--- src/rtl/cordic_atan.sv ---
`default_nettype none
// ============================================================================
//  Module      : cordic_atan
//  Description : Iterative vectoring-mode CORDIC. It computes atan2(y,x) in
//                degrees and sqrt(x^2+y^2) from Q16.8 inputs, producing one
//                result every ITER+3 cycles.
//  Revision    : 1.0 - initial release
// ============================================================================
module cordic_atan #(
    parameter int N    = 24,   // input width, signed Q16.8
    parameter int M    = 24,   // output width, signed Q16.8
    parameter int W    = 32,   // working width, Q16.16
    parameter int ITER = 16    // number of CORDIC iterations
) (
    input  logic         CLK,
    input  logic         RST,
    input  logic         i_start,
    input  logic [N-1:0] i_x,
    input  logic [N-1:0] i_y,
    output logic [M-1:0] o_angle,
    output logic [M-1:0] o_mag,
    output logic         o_ovf,
    output logic         busy,
    output logic         done
);

    // The x/y datapath carries two guard bits above W. Without them, a
    // full-scale input pair grows by sqrt(2) * 1.647 and wraps during the
    // iterations.
    localparam int XW = W + 2;
    localparam int PW = 2 * W;
    localparam int CW = (ITER > 1) ? $clog2(ITER) : 1;

    localparam logic signed [W-1:0]  c_deg90 = W'(90 * 65536);
    localparam logic signed [PW-1:0] c_k     = PW'(39797);   // 0.607253 in Q16.16

    typedef enum logic [2:0] {
        S_IDLE   = 3'd0,
        S_PREROT = 3'd1,
        S_ITER   = 3'd2,
        S_SCALE  = 3'd3,
        S_DONE   = 3'd4
    } state_t;

    state_t                r_state;
    logic signed [XW-1:0]  r_x;
    logic signed [XW-1:0]  r_y;
    logic signed [W-1:0]   r_z;
    logic [CW-1:0]         r_cnt;
    logic                  r_zero;

    logic signed [XW-1:0]  w_xs;
    logic signed [XW-1:0]  w_ys;
    logic signed [W-1:0]   w_t;
    logic signed [PW-1:0]  w_prod;
    logic signed [PW-1:0]  w_mag8;
    logic                  w_ovf;

    // This function returns round(atan(2^-i) * 65536) in degrees. Entries
    // beyond 15 use the small-angle approximation (180/pi) * 2^-i.
    function automatic logic signed [W-1:0] atan_entry(input logic [CW-1:0] idx);
        int v;
        case (int'(idx))
            0:  v = 2949120;
            1:  v = 1740967;
            2:  v = 919879;
            3:  v = 466945;
            4:  v = 234379;
            5:  v = 117304;
            6:  v = 58666;
            7:  v = 29335;
            8:  v = 14668;
            9:  v = 7334;
            10: v = 3667;
            11: v = 1833;
            12: v = 917;
            13: v = 458;
            14: v = 229;
            15: v = 115;
            default: v = (3754936 + (1 << (int'(idx) - 1))) >> int'(idx);
        endcase
        return W'(v);
    endfunction

    assign w_xs = r_x >>> r_cnt;
    assign w_ys = r_y >>> r_cnt;
    assign w_t  = atan_entry(r_cnt);

    // Magnitude: x * K in Q16.16, then dropping 8 more fraction bits gives
    // Q16.8. Truncation is by arithmetic shift.
    assign w_prod = $signed({{(PW-XW){r_x[XW-1]}}, r_x}) * c_k;
    assign w_mag8 = w_prod >>> 24;
    assign w_ovf  = |w_mag8[PW-1:M-1];

    // Sequencer and datapath: capture, quadrant fold, micro-rotations,
    // scaling, then a one-cycle done pulse.
    always_ff @(posedge CLK or negedge RST) begin
        if (!RST) begin
            r_state <= S_IDLE;
            r_x     <= '0;
            r_y     <= '0;
            r_z     <= '0;
            r_cnt   <= '0;
            r_zero  <= 1'b0;
            o_angle <= '0;
            o_mag   <= '0;
            o_ovf   <= 1'b0;
            busy    <= 1'b0;
            done    <= 1'b0;
        end else begin
            done <= 1'b0;
            case (r_state)
                S_IDLE: begin
                    if (i_start) begin
                        r_x     <= {{(XW-N-8){i_x[N-1]}}, i_x, 8'd0};
                        r_y     <= {{(XW-N-8){i_y[N-1]}}, i_y, 8'd0};
                        r_z     <= '0;
                        busy    <= 1'b1;
                        r_state <= S_PREROT;
                    end
                end
                S_PREROT: begin
                    // Fold the left half-plane into the right half-plane
                    // so that the iterations converge.
                    r_zero <= (r_x == '0) && (r_y == '0);
                    if (r_x[XW-1]) begin
                        if (!r_y[XW-1]) begin
                            r_x <= r_y;
                            r_y <= -r_x;
                            r_z <= c_deg90;
                        end else begin
                            r_x <= -r_y;
                            r_y <= r_x;
                            r_z <= -c_deg90;
                        end
                    end
                    r_cnt   <= '0;
                    r_state <= S_ITER;
                end
                S_ITER: begin
                    if (!r_y[XW-1]) begin
                        r_x <= r_x + w_ys;
                        r_y <= r_y - w_xs;
                        r_z <= r_z + w_t;
                    end else begin
                        r_x <= r_x - w_ys;
                        r_y <= r_y + w_xs;
                        r_z <= r_z - w_t;
                    end
                    if (r_cnt == CW'(ITER - 1)) begin
                        r_state <= S_SCALE;
                    end else begin
                        r_cnt <= r_cnt + 1'b1;
                    end
                end
                S_SCALE: begin
                    if (r_zero) begin
                        o_angle <= '0;
                        o_mag   <= '0;
                        o_ovf   <= 1'b0;
                    end else begin
                        o_angle <= M'(r_z >>> 8);
                        if (w_ovf) begin
                            o_mag <= {1'b0, {(M-1){1'b1}}};
                            o_ovf <= 1'b1;
                        end else begin
                            o_mag <= w_mag8[M-1:0];
                            o_ovf <= 1'b0;
                        end
                    end
                    done    <= 1'b1;
                    r_state <= S_DONE;
                end
                S_DONE: begin
                    busy    <= 1'b0;
                    r_state <= S_IDLE;
                end
                default: begin
                    busy    <= 1'b0;
                    r_state <= S_IDLE;
                end
            endcase
        end
    end

endmodule
`default_nettype wire

--- config.mk ---
export PLATFORM = sky130hd
export DESIGN_NAME = cordic_atan
export DESIGN_NICKNAME = d
export VERILOG_FILES = /design/src/rtl/cordic_atan.sv
export SDC_FILE = /design/constraint.sdc
export NUM_CORES = 2
export LEC_CHECK = 0
export BUFFER_PORTS_ARGS = -buffer_cell sky130_fd_sc_hd__buf_2
export CAP_MARGIN = 20
export CORE_ASPECT_RATIO = 0.9
export CORE_UTILIZATION = 55
export DETAILED_ROUTE_END_ITERATION = 10
export GPL_ROUTABILITY_DRIVEN = 1
export PLACE_DENSITY = 0.73
export SYNTH_ARGS = -nofsm -noshare
export SYNTH_HDL_FRONTEND = slang
export SYNTH_SLANG_ARGS = --single-unit
--- constraint.sdc ---
create_clock -name CLK -period 20.9 [get_ports CLK]
set_input_delay 1.045 -clock CLK [delete_from_list [all_inputs] [get_ports CLK]]
set_output_delay 1.045 -clock CLK [all_outputs]
set_load 0.005 [all_outputs]
-- Word level (Yosys, flattened, before mapping)
Memory sizes are Yosys's and may differ from the RTL's.
Cells that the tools add are included.
- flip-flop bits (word level): 159
- memory bits (read-only): 352
- memories kept: 1
- output and inout bits: 51
- add/sub/neg operators: 9
- muxes and demuxes: 28
- bitwise gates (word level): 1
- eq/ne operators: 8
- reduce and logical (&&, ||, !) cells: 13
- shift operators: 2
- multipliers: 1
- memory list (memory ; depth ; width ; read ports ; clocked after memory_dff ; wr ports ; line ; RTL):
    (name not given) ; 16 ; 22 ; 1 ; 0 ; 0 ; 63 ; case (int'(idx))
- operators by type and width (kind ; number):
    34-bit two-way mux ; 8
    34-bit one-hot mux with 3 select lines ; 2
    32-bit two-way mux ; 4
    32-bit one-hot mux with 3 select lines ; 1
    24-bit two-way mux ; 3
    34-bit adder ; 2
    34-bit logical NOT ; 2
    34-bit negation ; 2
    34-bit by 4-bit >>> shifter with 34-bit output ; 2
    34-bit subtractor ; 2
    34-bit by 17-bit multiplier with 51-bit output, second input constant ; 1
    32-bit adder ; 1
    32-bit subtractor ; 1
    17-bit OR reduction ; 1
    3-bit one-hot mux with 4 select lines ; 1
    2-bit inequality test, second input constant ; 4
    4-bit one-hot mux with 2 select lines ; 1
    2-bit AND reduction ; 4
    3-bit by 2-bit equality test with 1-bit output, second input constant ; 2
    3-bit two-way mux ; 2
    4-bit by 1-bit adder with 4-bit output, second input constant ; 1
    4-bit equality test, second input constant ; 1
    1-bit two-way mux ; 4
    4-bit two-way mux ; 1
    other kinds (9) ; 9

-- Longest topological paths before layout
- depth in word-level cells: 4
- depth in mapped cells: 32

-- Worst setup path after synthesis
Ideal clock, no wire load.
- path type: register to register
- start: register r_x[33]
- end: register o_mag[10]
- path buffers: 3
- data required time: 20774 ps
- path slack: 13968 ps
- arrival: 6806 ps
- cell stages (with the launch flop): 25
- cell sequence: dfrtp_1 > clkbuf_1 > inv_1 > clkbuf_1 > ha_1 > inv_1 > fa_1 > inv_1 > fa_1 > fa_1 > fa_1 > inv_1 > fa_1 > inv_1 > ha_1 > a21o_1 > a21o_1 > a221oi_1 > nor3_1 > a211oi_1 > mux2i_1 > nor4_1 > nor3_1 > clkbuf_1 > a221o_1
- cells in the longest elaborated chain, start to end: 4
- RTL lines (item ; line ; RTL):
    from (decl) ; 46 ; logic signed [XW-1:0] r_x;
    from (signal assigned) ; 115 ; r_x <= {{(XW-N-8){i_x[N-1]}}, i_x, 8'd0};
    from (signal assigned) ; 128 ; r_x <= r_y;
    from (signal assigned) ; 132 ; r_x <= -r_y;
    34-bit by 17-bit multiplier with 51-bit output (*) ; 91 ; assign w_prod = $signed({{(PW-XW){r_x[XW-1]}}, r_x}) * c_k;
    17-bit OR reduction ; 93 ; assign w_ovf = |w_mag8[PW-1:M-1];
    24-bit two-way mux (*) ; 163 ; if (w_ovf) begin
    24-bit two-way mux (*) ; 157 ; if (r_zero) begin
    to (signal assigned) ; 164 ; o_mag <= {1'b0, {(M-1){1'b1}}};
    to (signal assigned) ; 167 ; o_mag <= w_mag8[M-1:0];
    to (decl) ; 21 ; output logic [M-1:0] o_mag,
Every way passes the cells marked *; elsewhere a longest branch is shown, timed or not.
A chain may end at the register's enable or synchronous reset.

-- Worst setup path after layout
- start: register r_cnt[3]
- end: register r_x[33]
- cells in the longest elaborated chain, start to end: 4
- elaborated cells between the ends (all ways): 5
- those cells by class: add/sub: 2; shift: 1; mux: 2
- RTL lines (item ; line ; RTL):
    from (decl) ; 49 ; logic [CW-1:0] r_cnt;
    from (signal assigned) ; 153 ; r_cnt <= r_cnt + 1'b1;
    34-bit by 4-bit >>> shifter with 34-bit output (*) ; 86 ; assign w_ys = r_y >>> r_cnt;
    34-bit adder / 34-bit subtractor (equally long branches) ; 142, 146 ;
    34-bit two-way mux (*) ; 141 ; if (!r_y[XW-1]) begin
    34-bit one-hot mux with 3 select lines (*) ; 112 ; case (r_state)
    to (signal assigned) ; 115 ;
    to (signal assigned) ; 142 ; r_x <= r_x + w_ys;
    to (signal assigned) ; 146 ; r_x <= r_x - w_ys;
Marked as above.

==> flow_metrics.tcl <==
set metrics [dict create \
    dr_vias_cell 6.23 \
    timing_worst_slew_pin_value_ns 1.01 \
    layout-drive-gt1-share_pct 8.89 \
    num_antenna_cells 0 \
    worstSetupStartpoint "r_cnt[3]$_DFFE_PN0P_" \
    maxSlewHeadroom_pct 32.9 \
    synth_warnings 0 \
    setup-violations-final 0 \
    endpoint_required_time_on_the_critical_path_ns 21.28 \
    fin_skew_ns 0.0175 \
    worst_r2r_startpoint "r_cnt[3]$_DFFE_PN0P_" \
    synth_top_cell_by_area "sky130_fd_sc_hd__fa_1" \
    timing.final.crit_share_pct 37.8 \
    drv.max_cap_violation_count 0 \
    clk_pin_slew_worst_paths_ns 0.09 \
    cts_hold_repair.buffers 0 \
    track_usage_pct 32.3 \
    vias_in_the_first_global_route 25200 \
    core_area_mm2 0.0545 \
    synth-edff-count 0 \
    routed_wirelength_normalized_by_instance_count_um 21.2 \
    antenna_found_initial 2 \
    fin_crit_ns 7.91 \
    worst_case_clock_buffer_depth 2 \
    first_pass_iters 7 \
    place.gp.congestion 0.975 \
    detail_route.iter0.violations 2767 \
    hpwl_um 68400 \
    drtAntennaViolNets 0 \
    post_synth.cell_area_avg_um2 8.61 \
    hold_violations 0 \
    yosysTopAreaCellShare_pct 17.3 \
    finalWirelength_um 89200 \
    ys.flop_type "sky130_fd_sc_hd__dfrtp_1" \
    cts_made_buffers 17 \
    fmax_mhz 126 \
    fp.dieArea_mm2 0.0563 \
    io_buffers 101 \
    worstPathMaxFanout 79 \
    yosys.cell_count.top_type "sky130_fd_sc_hd__inv_1" \
    critical_path.endpoint_type "register" \
    ys_ff_latch 159 \
    synth_top_cells_by_count "sky130_fd_sc_hd__inv_1, sky130_fd_sc_hd__ha_1, sky130_fd_sc_hd__nand2_1" \
    rows 81 \
    seq_area_frac_synth_pct 13.1 \
    timing.hold.worst.class "register to register" \
    synth.net_count 4212 \
    grt_setup_unrepaired "no" \
    synth_area_leaders "sky130_fd_sc_hd__fa_1, sky130_fd_sc_hd__ha_1, sky130_fd_sc_hd__dfrtp_1" \
    postCtsSetupRepairBufs 0 \
    post_synth_inst_count 3535 \
    cts-htree-levels 4 \
    post-place-ws_ns 13.13 \
    nNetsFinal 4175 \
    drv_slew 0 \
    die_w_um 250 \
    worstSetupPathType "register to register" \
    worst-endpoint-arrival_ns 8.29 \
    ctsRootBufferMaster "sky130_fd_sc_hd__clkbuf_16" \
    initial_core_util_pct 55.8 \
    die_h_um 225 \
    io_pins 102 \
    clock_latency_ns 0.50 \
    netlist_area_pre_place_mm2 0.0304 \
    clock-sinks 159 \
    vias 26300 \
    cts_tree "done" \
    yosysUniqueCellTypes 83 \
    postLayoutSetupSlackWorst_ns 12.99 \
    maximum_number_of_pins_on_one_net_before_global_route_repair 80 \
    hold_path_startpoint "o_angle[0]$_DFFE_PN0P_" \
    number_of_gates_resized_after_cts 0 \
    first_pass_grt_wire_length_um 142000 \
    async_reset_ff_share_pct 100 \
    outcome "completed" \
    area_delta_synth_final_pct 5.08 \
    setup_total_negative_slack_ns 0 \
    critPathLaunchType "register" \
    grt.overflow.total 0 \
    detail_route.drc_violations 0 \
]
[metal layers]
layer,vias to the layer above,part of all wire [%],GRT usage (%)
li1,12100,-,-
met1,12800,43,45.0
met2,1167,44,48.5
met3,189,9.3,7.38
met4,6,4.1,13.4
met5,-,0.052,0
[final timing paths]
kind                       cells after the start                endpoint  slack [ns]
max reg2reg                                   19     r_x[33]$_DFFE_PN0P_       12.99
min                                            2  o_angle[0]$_DFFE_PN0P_        0.47
min reg2reg                                    2  o_angle[0]$_DFFE_PN0P_        0.47
max                                           19     r_x[33]$_DFFE_PN0P_       12.99
max in group asynchronous                      3    r_cnt[3]$_DFFE_PN0P_       18.52
min in group asynchronous                      1   o_mag[22]$_DFFE_PN0P_        0.56
[state kept, by name, indices dropped and copies added, names as in the netlist]
signal,cells
r_y,34
o_mag,24
r_z,32
r_cnt,4
busy,1
o_angle,24
r_x,34
done,1
r_state,3
r_zero,1
o_ovf,1
[layout make-up]
cell class	count	area (µm²)
Multi-Input combinational cell	2667	23800
Fill cell	4887	22500
Sequential cell	159	4000
Inverter	521	1960
Tap cell	705	882
Timing Repair Buffer	132	748
Clock buffer	17	425
Clock inverter	15	203
[critical path, cell delays in order, from the launching register on]
cell	delay [ns]
sky130_fd_sc_hd__dfrtp_4	0.62
sky130_fd_sc_hd__buf_4	0.80
sky130_fd_sc_hd__mux4_2	0.44
sky130_fd_sc_hd__mux2_2	0.33
sky130_fd_sc_hd__or2_2	0.32
sky130_fd_sc_hd__o32ai_1	0.38
sky130_fd_sc_hd__nand3_1	0.21
sky130_fd_sc_hd__nor4b_1	0.79
sky130_fd_sc_hd__a31oi_1	0.21
sky130_fd_sc_hd__xor2_1	0.20
sky130_fd_sc_hd__ha_1	0.39
sky130_fd_sc_hd__nand4_1	0.18
sky130_fd_sc_hd__nor2_1	0.21
sky130_fd_sc_hd__or3b_2	0.52
sky130_fd_sc_hd__a21oi_1	0.39
sky130_fd_sc_hd__o21ai_0	0.21
sky130_fd_sc_hd__o21ai_0	0.67
sky130_fd_sc_hd__a21oi_1	0.20
sky130_fd_sc_hd__o2111a_1	0.26
sky130_fd_sc_hd__or3_1	0.37
[per-stage QoR]
step | utilization, % | hold slack (ns) | cell area [µm²] | cells
2_1_floorplan | - | 0.456 | 30400 | 3535
3_3_place_gp | 57.5 | 0.449 | 31300 | 4182
3_5_place_dp | 57.5 | 0.450 | 31300 | 4183
4_1_cts | 58.6 | 0.477 | 32000 | 4215
5_1_grt | 58.7 | 0.487 | 32000 | 4216
6_report | 58.7 | 0.472 | 32000 | 4216
[logic make-up (layout without fill, tap and decap cells)]
kind of cell,count (synthesis),count (layout),share of synthesized area (%)
AND/OR/NAND/NOR,794,794,12.4
AO/OA/AOI/OAI,823,823,17.6
adder cells (fa/ha/maj),626,626,32.2
XOR/XNOR,251,251,7.22
multiplexers,173,173,8.53
buffers and inverters,709,685,8.97
flip-flops,159,159,13.1
[cell usage in the layout (no fill, tap or decap), types with 47 or more instances in the layout]
cell,count
sky130_fd_sc_hd__xnor2_1,156
sky130_fd_sc_hd__dfrtp_1,154
sky130_fd_sc_hd__buf_2,100
sky130_fd_sc_hd__mux4_2,65
sky130_fd_sc_hd__ha_1,363
sky130_fd_sc_hd__a21oi_1,231
sky130_fd_sc_hd__a221oi_1,47
sky130_fd_sc_hd__xor2_1,95
sky130_fd_sc_hd__o21ai_0,162
sky130_fd_sc_hd__nor2_1,205
sky130_fd_sc_hd__nand2_1,300
sky130_fd_sc_hd__inv_1,519
sky130_fd_sc_hd__a21o_1,78
sky130_fd_sc_hd__mux2i_1,66
sky130_fd_sc_hd__fa_1,263
Power is not shown: default switching activity piles up to over one toggle a cycle in this logic, so the estimate is an artifact.
